## src/rtl/spi_boot_master.sv

```systemverilog
// spi_boot_master: single-lane SPI mode-0 master driving the PULPino SPI-slave boot port.
// Define SPI_BOOT_MASTER_REG_EN to add req_reg_i for programming the slave dummy-cycle register.
module spi_boot_master #(
   parameter int CLK_DIV      = 2,
   parameter int DUMMY_CYCLES = 32
) (
   input  logic        clk,
   input  logic        rst,
   input  logic        req_valid_i,
   output logic        req_ready_o,
   input  logic        req_write_i,
`ifdef SPI_BOOT_MASTER_REG_EN
   input  logic        req_reg_i,
`endif
   input  logic [31:0] req_addr_i,
   input  logic [31:0] req_wdata_i,
   output logic        resp_valid_o,
   output logic [31:0] resp_rdata_o,
   output logic        spi_clk_o,
   output logic        spi_csn_o,
   output logic        spi_sdo_o,
   input  logic        spi_sdi_i,
   output logic        busy_o
);
   typedef enum logic [3:0] {IDLE, CS_SETUP, CMD, ADDR, DATA_W, DUMMY, DATA_R, CS_HOLD, GAP} state_t;
   state_t      state;
   logic [7:0]  hcnt, dcnt, dummy_r, cmd;
   logic [5:0]  bcnt;
   logic [30:0] sh, rx;
   logic [31:0] addr_q, wdata_q;
   logic        write_q, reg_q, reg_in, wrap, rise, fall, bit_st;
`ifdef SPI_BOOT_MASTER_REG_EN
   assign reg_in = req_reg_i;
`else
   assign reg_in  = 1'b0;
   assign reg_q   = 1'b0;
   assign dummy_r = 8'(DUMMY_CYCLES);
`endif
   assign cmd    = reg_in ? 8'h11 : req_write_i ? 8'h02 : 8'h0B;
   assign wrap   = hcnt == 8'(CLK_DIV - 1);
   assign bit_st = state inside {CMD, ADDR, DATA_W, DUMMY, DATA_R};
   assign rise   = bit_st && wrap && !spi_clk_o;
   assign fall   = bit_st && wrap && spi_clk_o;
   // sh holds the bits still to be sent after the one currently on spi_sdo_o
   always_ff @(posedge clk or posedge rst) begin
      if (rst) begin
         state        <= IDLE;
         hcnt         <= '0;
         dcnt         <= '0;
         bcnt         <= '0;
         sh           <= '0;
         rx           <= '0;
         addr_q       <= '0;
         wdata_q      <= '0;
         write_q      <= 1'b0;
         req_ready_o  <= 1'b1;
         resp_valid_o <= 1'b0;
         resp_rdata_o <= '0;
         spi_clk_o    <= 1'b0;
         spi_csn_o    <= 1'b1;
         spi_sdo_o    <= 1'b0;
         busy_o       <= 1'b0;
`ifdef SPI_BOOT_MASTER_REG_EN
         reg_q        <= 1'b0;
         dummy_r      <= 8'(DUMMY_CYCLES);
`endif
      end else begin
         resp_valid_o <= 1'b0;
         hcnt <= (state == IDLE || wrap) ? '0 : hcnt + 8'd1;
         if (bit_st && wrap)
            spi_clk_o <= !spi_clk_o;
         if (fall) begin
            spi_sdo_o <= sh[30];
            sh        <= {sh[29:0], 1'b0};
            bcnt      <= bcnt + 6'd1;
         end
         case (state)
            IDLE: if (req_valid_i) begin
               addr_q      <= req_addr_i;
               wdata_q     <= req_wdata_i;
               write_q     <= req_write_i;
`ifdef SPI_BOOT_MASTER_REG_EN
               reg_q       <= req_reg_i;
`endif
               spi_csn_o   <= 1'b0;
               spi_sdo_o   <= cmd[7];
               sh          <= {cmd[6:0], 24'd0};
               req_ready_o <= 1'b0;
               busy_o      <= 1'b1;
               state       <= CS_SETUP;
            end
            CS_SETUP: if (wrap) begin
               bcnt  <= '0;
               state <= CMD;
            end
            CMD: if (fall && bcnt == 6'd7) begin
               bcnt      <= '0;
               state     <= reg_q ? DATA_W : ADDR;
               spi_sdo_o <= reg_q ? wdata_q[7] : addr_q[31];
               sh        <= reg_q ? {wdata_q[6:0], 24'd0} : addr_q[30:0];
            end
            ADDR: if (fall && bcnt == 6'd31) begin
               bcnt      <= '0;
               dcnt      <= '0;
               state     <= write_q ? DATA_W : DUMMY;
               spi_sdo_o <= write_q & wdata_q[31];
               sh        <= write_q ? wdata_q[30:0] : '0;
            end
            DATA_W: if (fall && bcnt == (reg_q ? 6'd7 : 6'd31)) begin
               spi_sdo_o <= 1'b0;
               sh        <= '0;
               state     <= CS_HOLD;
            end
            DUMMY: if (fall) begin
               bcnt <= '0;
               dcnt <= (dcnt == dummy_r - 8'd1) ? '0 : dcnt + 8'd1;
               if (dcnt == dummy_r - 8'd1)
                  state <= DATA_R;
            end
            DATA_R: begin
               if (rise) begin
                  rx <= {rx[29:0], spi_sdi_i};
                  if (bcnt == 6'd31)
                     resp_rdata_o <= {rx, spi_sdi_i};
               end
               if (fall && bcnt == 6'd31)
                  state <= CS_HOLD;
            end
            CS_HOLD: if (wrap) begin
               bcnt         <= '0;
               spi_csn_o    <= 1'b1;
               resp_valid_o <= 1'b1;
               state        <= GAP;
`ifdef SPI_BOOT_MASTER_REG_EN
               // a zero count would stall reads forever, so it is not adopted locally
               if (reg_q && wdata_q[7:0] != 8'd0)
                  dummy_r <= wdata_q[7:0];
`endif
            end
            GAP: if (wrap) begin
               bcnt <= (bcnt == 6'd1) ? '0 : bcnt + 6'd1;
               if (bcnt == 6'd1) begin
                  req_ready_o <= 1'b1;
                  busy_o      <= 1'b0;
                  state       <= IDLE;
               end
            end
            default: state <= IDLE;
         endcase
      end
   end
endmodule

```

## config.mk

```make
export PLATFORM = sky130hd
export DESIGN_NAME = spi_boot_master
export DESIGN_NICKNAME = d
export VERILOG_FILES = /design/src/rtl/spi_boot_master.sv
export SDC_FILE = /design/constraint.sdc
export NUM_CORES = 1
export LEC_CHECK = 0
export BUFFER_PORTS_ARGS = -buffer_cell sky130_fd_sc_hd__buf_4
export CAP_MARGIN = 20
export CORE_UTILIZATION = 40
export CTS_CLUSTER_DIAMETER = 200
export CTS_CLUSTER_SIZE = 20
export DETAILED_ROUTE_END_ITERATION = 6
export PLACE_DENSITY = 0.59
export SYNTH_ARGS = -nofsm -noshare
export SYNTH_HDL_FRONTEND = slang
export SYNTH_SLANG_ARGS = --single-unit
```

## constraint.sdc

```tcl
create_clock -name clk -period 16.7 [get_ports clk]
set_input_delay 1.67 -clock clk [delete_from_list [all_inputs] [get_ports clk]]
set_output_delay 1.67 -clock clk [all_outputs]
set_load 0.03 [all_outputs]
```

==> results of run 1 <==
## path summary, 6_finish.rpt
| check | endpoint | slack [ns] |
|---|---|---|
| worst max register to register | sh[2] | 13.20 |
| min in group asynchronous | resp_rdata_o[12] | 1.36 |
| worst max-delay path | sh[2] | 13.20 |
| max in group asynchronous | sh[4] | 14.17 |
| worst min-delay path | sh[0] | 0.49 |
| worst min register to register | sh[0] | 0.49 |
## worst max-delay path: cells and delay by family, from the launching register on
| family | cells | cell delay (ns) |
|---|---|---|
| AOI/OAI and AO/OA | 2 | 0.44 |
| and+or+nand+nor | 4 | 2.29 |
| adders and majority gates | 1 | 0.13 |
| DFF | 1 | 0.41 |
| buffers and inverters | 1 | 0.06 |
## through the flow
step                      hold WS [ns]  instance area [sq um]
final                           0.4926                  10220
after floorplan                 0.4440                   8600
after CTS                       0.4889                  10200
after detailed placement        0.4735                   9545
after global placement          0.4673                   9545
after global routing            0.5160                  10220
## area by class of cell
cell class / instances / area [sq um] / area share [%]
flip-flops and latches: 191 / 4782 / 46.77
multi-input cells: 408 / 3563 / 34.85
repair buffers: 111 / 853.3 / 8.346
clock buffers: 17 / 425.4 / 4.161
well taps: 275 / 344.1 / 3.365
clock inverters: 15 / 226.5 / 2.215
inverters: 6 / 30.03 / 0.2937
## power groups by stage
stage | clock network [mW] | logic [mW] | registers (mW)
after global routing | 0.475 | 0.358 | 0.648
after global placement | 0 | 0.317 | 0.636
after floorplan | 0 | 0.273 | 0.617
after detailed placement | 0 | 0.327 | 0.642
final | 0.446 | 0.326 | 0.633
after CTS | 0.455 | 0.329 | 0.633
## flip-flops by register name, summed over array words and instances (netlist names)
signal / flops
addr_q: 32
resp_rdata_o: 32
wdata_q: 32
rx: 31
sh: 31
dcnt: 8
hcnt: 8
bcnt: 6
state: 4
busy_o: 1
req_ready_o: 1
resp_valid_o: 1
spi_clk_o: 1
spi_csn_o: 1
spi_sdo_o: 1
write_q: 1
## layer usage
metal	global-route usage [%]	routed length, microns	up-vias
met4	5.258	226	0
li1	-	-	2537
met1	22.63	8295	2735
met3	3.558	699	19
met5	0	0	-
met2	26.94	8596	133
## synth_stat cells, types with 8 or more instances
master / count / area (sq um)
nor3_1: 10 / 50.05
a21oi_1: 27 / 135.1
o21ai_0: 18 / 90.09
nor2_1: 21 / 78.83
a221o_1: 15 / 150.1
dfrtp_1: 189 / 4730
clkbuf_1: 8 / 30.03
buf_2: 15 / 75.07
o21ai_1: 10 / 50.05
nand3_1: 15 / 75.07
buf_1: 8 / 30.03
a22oi_1: 14 / 105.1
mux2_4: 32 / 480.5
mux2i_1: 30 / 300.3
mux2_2: 99 / 1115
nand2_1: 25 / 93.84
## cells by family (layout without fill, tap and decap cells)
group                      Yosys count  count (layout)  share of synthesized area, %
muxes                              162             162                         22.20
DFF                                191             191                         55.61
xor gates and xnor gates             7               7                        0.7129
and+or+nand+nor                    120             120                         8.264
buffers and inverters               45             149                         3.055
AOI/OAI and AO/OA                  113             113                         9.283
adders and majority gates            6               6                        0.8730
==> metrics.yaml, run 1 <==
synthArstFlopShare_pct: 100.0
clk_transition_reported_paths_ns: 0.07
dp_slack_ns: 12.94
seq_area_frac_synth_pct: 55.61
clock_sinks: 191
syn_area_sq_um: 8599
finalMaxSlewViolations: 0
wl_per_cell_microns: 17.42
core_area_sq_um: 21020
required_ns: 16.97
worstHoldStart: "addr_q[0]"
die-area_sq_um: 22090
min_period_over_period_pct: 20.98
post-route-drc-count: 0
tightest_slew_ns: 1.023
grt.overflow.total: 0
ioPinCount: 107
final_cell_mix: "dfrtp_1 (189), buf_4 (110), mux2_2 (99), mux2_4 (32), mux2i_1 (30)"
final_nets: 810
worstSetupEndpointType: "flip-flop"
portBuffers: 106
power.leakage_nw: 4.793
fmax_ghz: 0.2854
ir_worst_vdd_mv: 0.07070
critPathKind: "flip-flop to flip-flop"
switchingPower_mw: 0.4269
hold_depth: 2
synth_cells: 644
cts-root-buf: "clkbuf_16"
stdcell_count: 1023
grt_pass1_wl_mm: 29.01
ant_nets: 0
drt-pass1-iter-count: 5
syn_area_per_cell_sq_um: 13.35
antenna_found_initial: 0
synth-edff-count: 0
relSlewSlack_pct: 31.42
initial_core_util_pct: 40.91
drive_gt1_share_pct: 40.11
area_delta_synth_final_pct: 18.90
cts_post_setup_buffers_inserted: 0
p_seq_share_pct: 45.0
cpPeakStageDelay_ns: 0.85
grt_max_degree: 105
status: "completed"
cap_violations: 0
cp-startpoint: "hcnt[1]"
vias_per_cell: 5.302
dp.cells: 990
p_comb_share_pct: 23.2
cts_tree: "yes"
grt_pass1_vias: 5560
hold_viol: 0
cp.arrival_ns: 3.77
track_usage_pct: 16.77
synth_nets: 719
crit_path_top_delay_cell: "nor3_2"
wl_mm: 17.82
postCtsHoldBufs: 0
internal_power_mw: 0.9781
crit_chain: "inv_1 -> ha_1 -> nor4b_4 -> and2_1 -> a31oi_2 -> nor3_2 -> and2_0 -> o21ai_0"
setup_viol: 0
num_vias: 5424
final_common_cell: "dfrtp_1"
rr_worst_depth: 8
rr_startpoint: "hcnt[1]"
diodes: 0
crit_path_max_fanout: 16
die_h_microns: 148.6
clock_latency_ns: 0.43
power_per_cell_area_nw_per_um2: 137.4
die_x_microns: 148.6
drt_iter0_markers: 376
crit_path_start_kind: "flip-flop"
row_count: 53
clock_path_buffers: 2
nFillCells: 1841
place.detailed.hpwl_mm: 11.71
pwr-share-clk_pct: 31.7
rsz0062_at_grt: "no"
synth-seq-cells: 191
cts_resized: 0
synth_warnings: 0
tns_ns: 0
setup_ws_ns: 13.20
synth_cell_type_count: 71
gp_congestion: 0.8441
min_path_type: "flip-flop to flip-flop"
sw_frac_of_total_pct: 30.38
numCtsBuffers: 17
period_needed_ns: 3.504
fin_worst_skew_ns: 0.008447
finalPower_mw: 1.405
cts.htree.levels: 4
synth_flop_cell: "dfrtp_1"
final_util_pct: 48.64
(Power assumes the default switching activity.)
==> inputs of run 2 (changes only) <==
==> constraint.sdc (replaced) <==
create_clock -name clk -period 3.6 [get_ports clk]
set_input_delay 0.36 -clock clk [delete_from_list [all_inputs] [get_ports clk]]
set_output_delay 0.36 -clock clk [all_outputs]
set_load 0.03 [all_outputs]
==> run 2 against run 1 <==
Final cell count grew 0.49%. Combinational power grew to 4.8 times the previous value. Total power grew to 4.5 times the previous value. Via count grew 0.53%. Critical path type unchanged. Utilization shrank 0.24 points. Final area shrank 0.50%. Register-to-register slack lost 13 ns. Die area is the same. Sequential power grew to 4.6 times the previous value. Largest power group unchanged.
==> metrics.yaml, run 2 (synthesized netlist as in run 1, its figures left out) <==
grt.overflow.total: 0  # unchanged
hold_viol: 0  # unchanged
rr_startpoint: "hcnt[1]"
drt_iter0_markers: 263  # -30%
cts_tree: "yes"
power.leakage_nw: 4.772  # -0.44%
highest_layer: "met4"
portBuffers: 106  # unchanged
fin_worst_skew_ns: 0.006872  # -0.001575 ns
p_comb_share_pct: 24.7  # +1.5 points
wl_met2_mm: 8.581  # -0.17%
critPathKind: "flip-flop to flip-flop"
wl_per_cell_microns: 16.96  # -2.6%
grt_max_degree: 192  # +83%
postCtsHoldBufs: 0  # unchanged
switchingPower_mw: 1.961  # +360%
relSlewSlack_pct: 29.97  # -1.5 points
rrSetupSlack_ns: 0.59  # -12.61 ns
cts.htree.levels: 4  # unchanged
num_vias: 5453  # +0.53%
crit_path_top_delay_cell: "or4_4"
cts_post_setup_buffers_inserted: 0  # unchanged
wl_mm: 17.44  # -2.1%
antenna_found_initial: 0  # unchanged
clock_path_buffers: 2  # unchanged
cts_resized: 0  # unchanged
vias_per_cell: 5.304  # about the same
dp.cells: 996  # +0.61%
top_regs: "addr_q: 32 flops, resp_rdata_o: 32 flops, wdata_q: 32 flops"
met1_length_mm: 7.872  # -5.1%
final_common_cell: "dfrtp_1"
post-route-drc-count: 0  # unchanged
required_ns: 3.91  # -13.06 ns
sw_frac_of_total_pct: 31.30  # +0.91 points
final_nets: 815  # +0.62%
crit_path_max_fanout: 32  # +16
die_x_microns: 148.6  # unchanged
numCtsBuffers: 17  # unchanged
cap_violations: 0  # unchanged
critPathBufInv: 2  # +1
grt_pass1_wl_mm: 28.99  # about the same
cp.arrival_ns: 3.33  # -0.44 ns
finalMaxSlewViolations: 0  # unchanged
tns_ns: 0  # unchanged
rr_worst_depth: 8  # unchanged
core_area_sq_um: 21020  # unchanged
p_seq_share_pct: 46.8  # +1.8 points
clk_transition_reported_paths_ns: 0.07  # about the same
fmax_ghz: 0.3318  # +16%
min_period_over_period_pct: 83.72  # +63 points
drt-pass1-iter-count: 5  # unchanged
min_path_type: "primary input to flip-flop"
pwr-share-clk_pct: 28.5  # -3.2 points
period_needed_ns: 3.014  # -0.4897 ns
worstSetupEndpointType: "flip-flop"
diodes: 0  # unchanged
place.detailed.hpwl_mm: 11.87  # +1.3%
hold_depth: 2  # unchanged
cpPeakStageDelay_ns: 0.78  # -0.07 ns
crit_chain: "inv_1 -> ha_1 -> nor4b_4 -> nand2_4 -> or4_4 -> nor2_8 -> buf_4 -> mux2_4"
stdcell_count: 1028  # +0.49%
status: "completed"
ant_nets: 0  # unchanged
cts-root-buf: "clkbuf_16"
worstHoldStart: "req_valid_i"
initial_core_util_pct: 40.91  # unchanged
area_delta_synth_final_pct: 18.30
die_h_microns: 148.6  # unchanged
setup_viol: 0  # unchanged
gp_congestion: 0.8600  # +1.9%
rsz0062_at_grt: "no"
clock_sinks: 191  # unchanged
clock_latency_ns: 0.43  # about the same
power_per_cell_area_nw_per_um2: 615.7  # +350%
grt_pass1_vias: 5638  # +1.4%
row_count: 53  # unchanged
internal_power_mw: 4.304  # +340%
min_to: "req_ready_o"
crit_family: "simple AND/OR/NAND/NOR gates"
tightest_slew_ns: 1.050  # +0.02734 ns
track_usage_pct: 16.84  # +0.075 points
crit_path_start_kind: "flip-flop"
final_cell_mix: "dfrtp_1 (189), buf_4 (114), mux2_2 (99), mux2_4 (32), mux2i_1 (30)"
r2r-end: "resp_rdata_o[1]"
drive_gt1_share_pct: 40.50  # +0.40 points
die-area_sq_um: 22090  # unchanged
ir_worst_vdd_mv: 0.4025  # +470%
dr_wl_met3_microns: 800  # +14%
ioPinCount: 107  # unchanged
## run 2: cell count changes in the layout (fill, tap and decap cells not counted), sizes merged
cell	previous run	this run
clkbuf	17	18
inv	11	13
clkinvlp	1	2
bufinv	4	0
buf	111	116
## run 2: metrics by stage
stage	power, mW	util (%)	area, sq um	hold slack, ns	setup WS [ns]
final	6.264	48.40	10170	0.1197	0.5861
after global routing	6.626	48.40	10170	0.1104	0.4408
after CTS	6.342	48.40	10170	0.09821	0.5475
after detailed placement	4.536	45.72	9612	0.4867	0.5617
after global placement	4.469	45.72	9612	0.4639	0.6456
after floorplan	4.127	-	8603	0.4112	0.7792
## run 2: area by class of cell
class                      count  area (sq um)
sequential                   191          4782
clock buffer                  18         439.2
clock inverter                14         122.6
inverter                       6         26.28
timing repair buffer         116         895.9
fill                        1833         10850
tap                          275         344.1
multi-input combinational    408          3563
## run 2: worst max path at each step
stage	cells past startpoint	endpoint	from	slack (ns)
final	8	resp_rdata_o[1]	hcnt[1]	0.59
after global routing	8	resp_rdata_o[1]	hcnt[1]	0.44
after CTS	8	resp_rdata_o[1]	hcnt[1]	0.55
after detailed placement	8	resp_rdata_o[1]	hcnt[1]	0.56
after global placement	8	resp_rdata_o[3]	hcnt[1]	0.65
after floorplan	1	addr_q[0]	rst	0.78
## run 2: routing by layer
layer	up-vias	GRT usage (%)
met5	-	0
met4	0	5.361
met3	16	3.834
met2	136	27.24
met1	2743	22.38
li1	2558	-
## run 2: power by group through the flow
stage / sequential (mW) / clock [mW] / combinational (mW)
6_report: 2.93 / 1.78 / 1.55
5_1_grt: 2.99 / 1.93 / 1.70
4_1_cts: 2.93 / 1.84 / 1.57
3_5_place_dp: 2.97 / 0 / 1.57
3_3_place_gp: 2.94 / 0 / 1.52
2_1_floorplan: 2.86 / 0 / 1.27
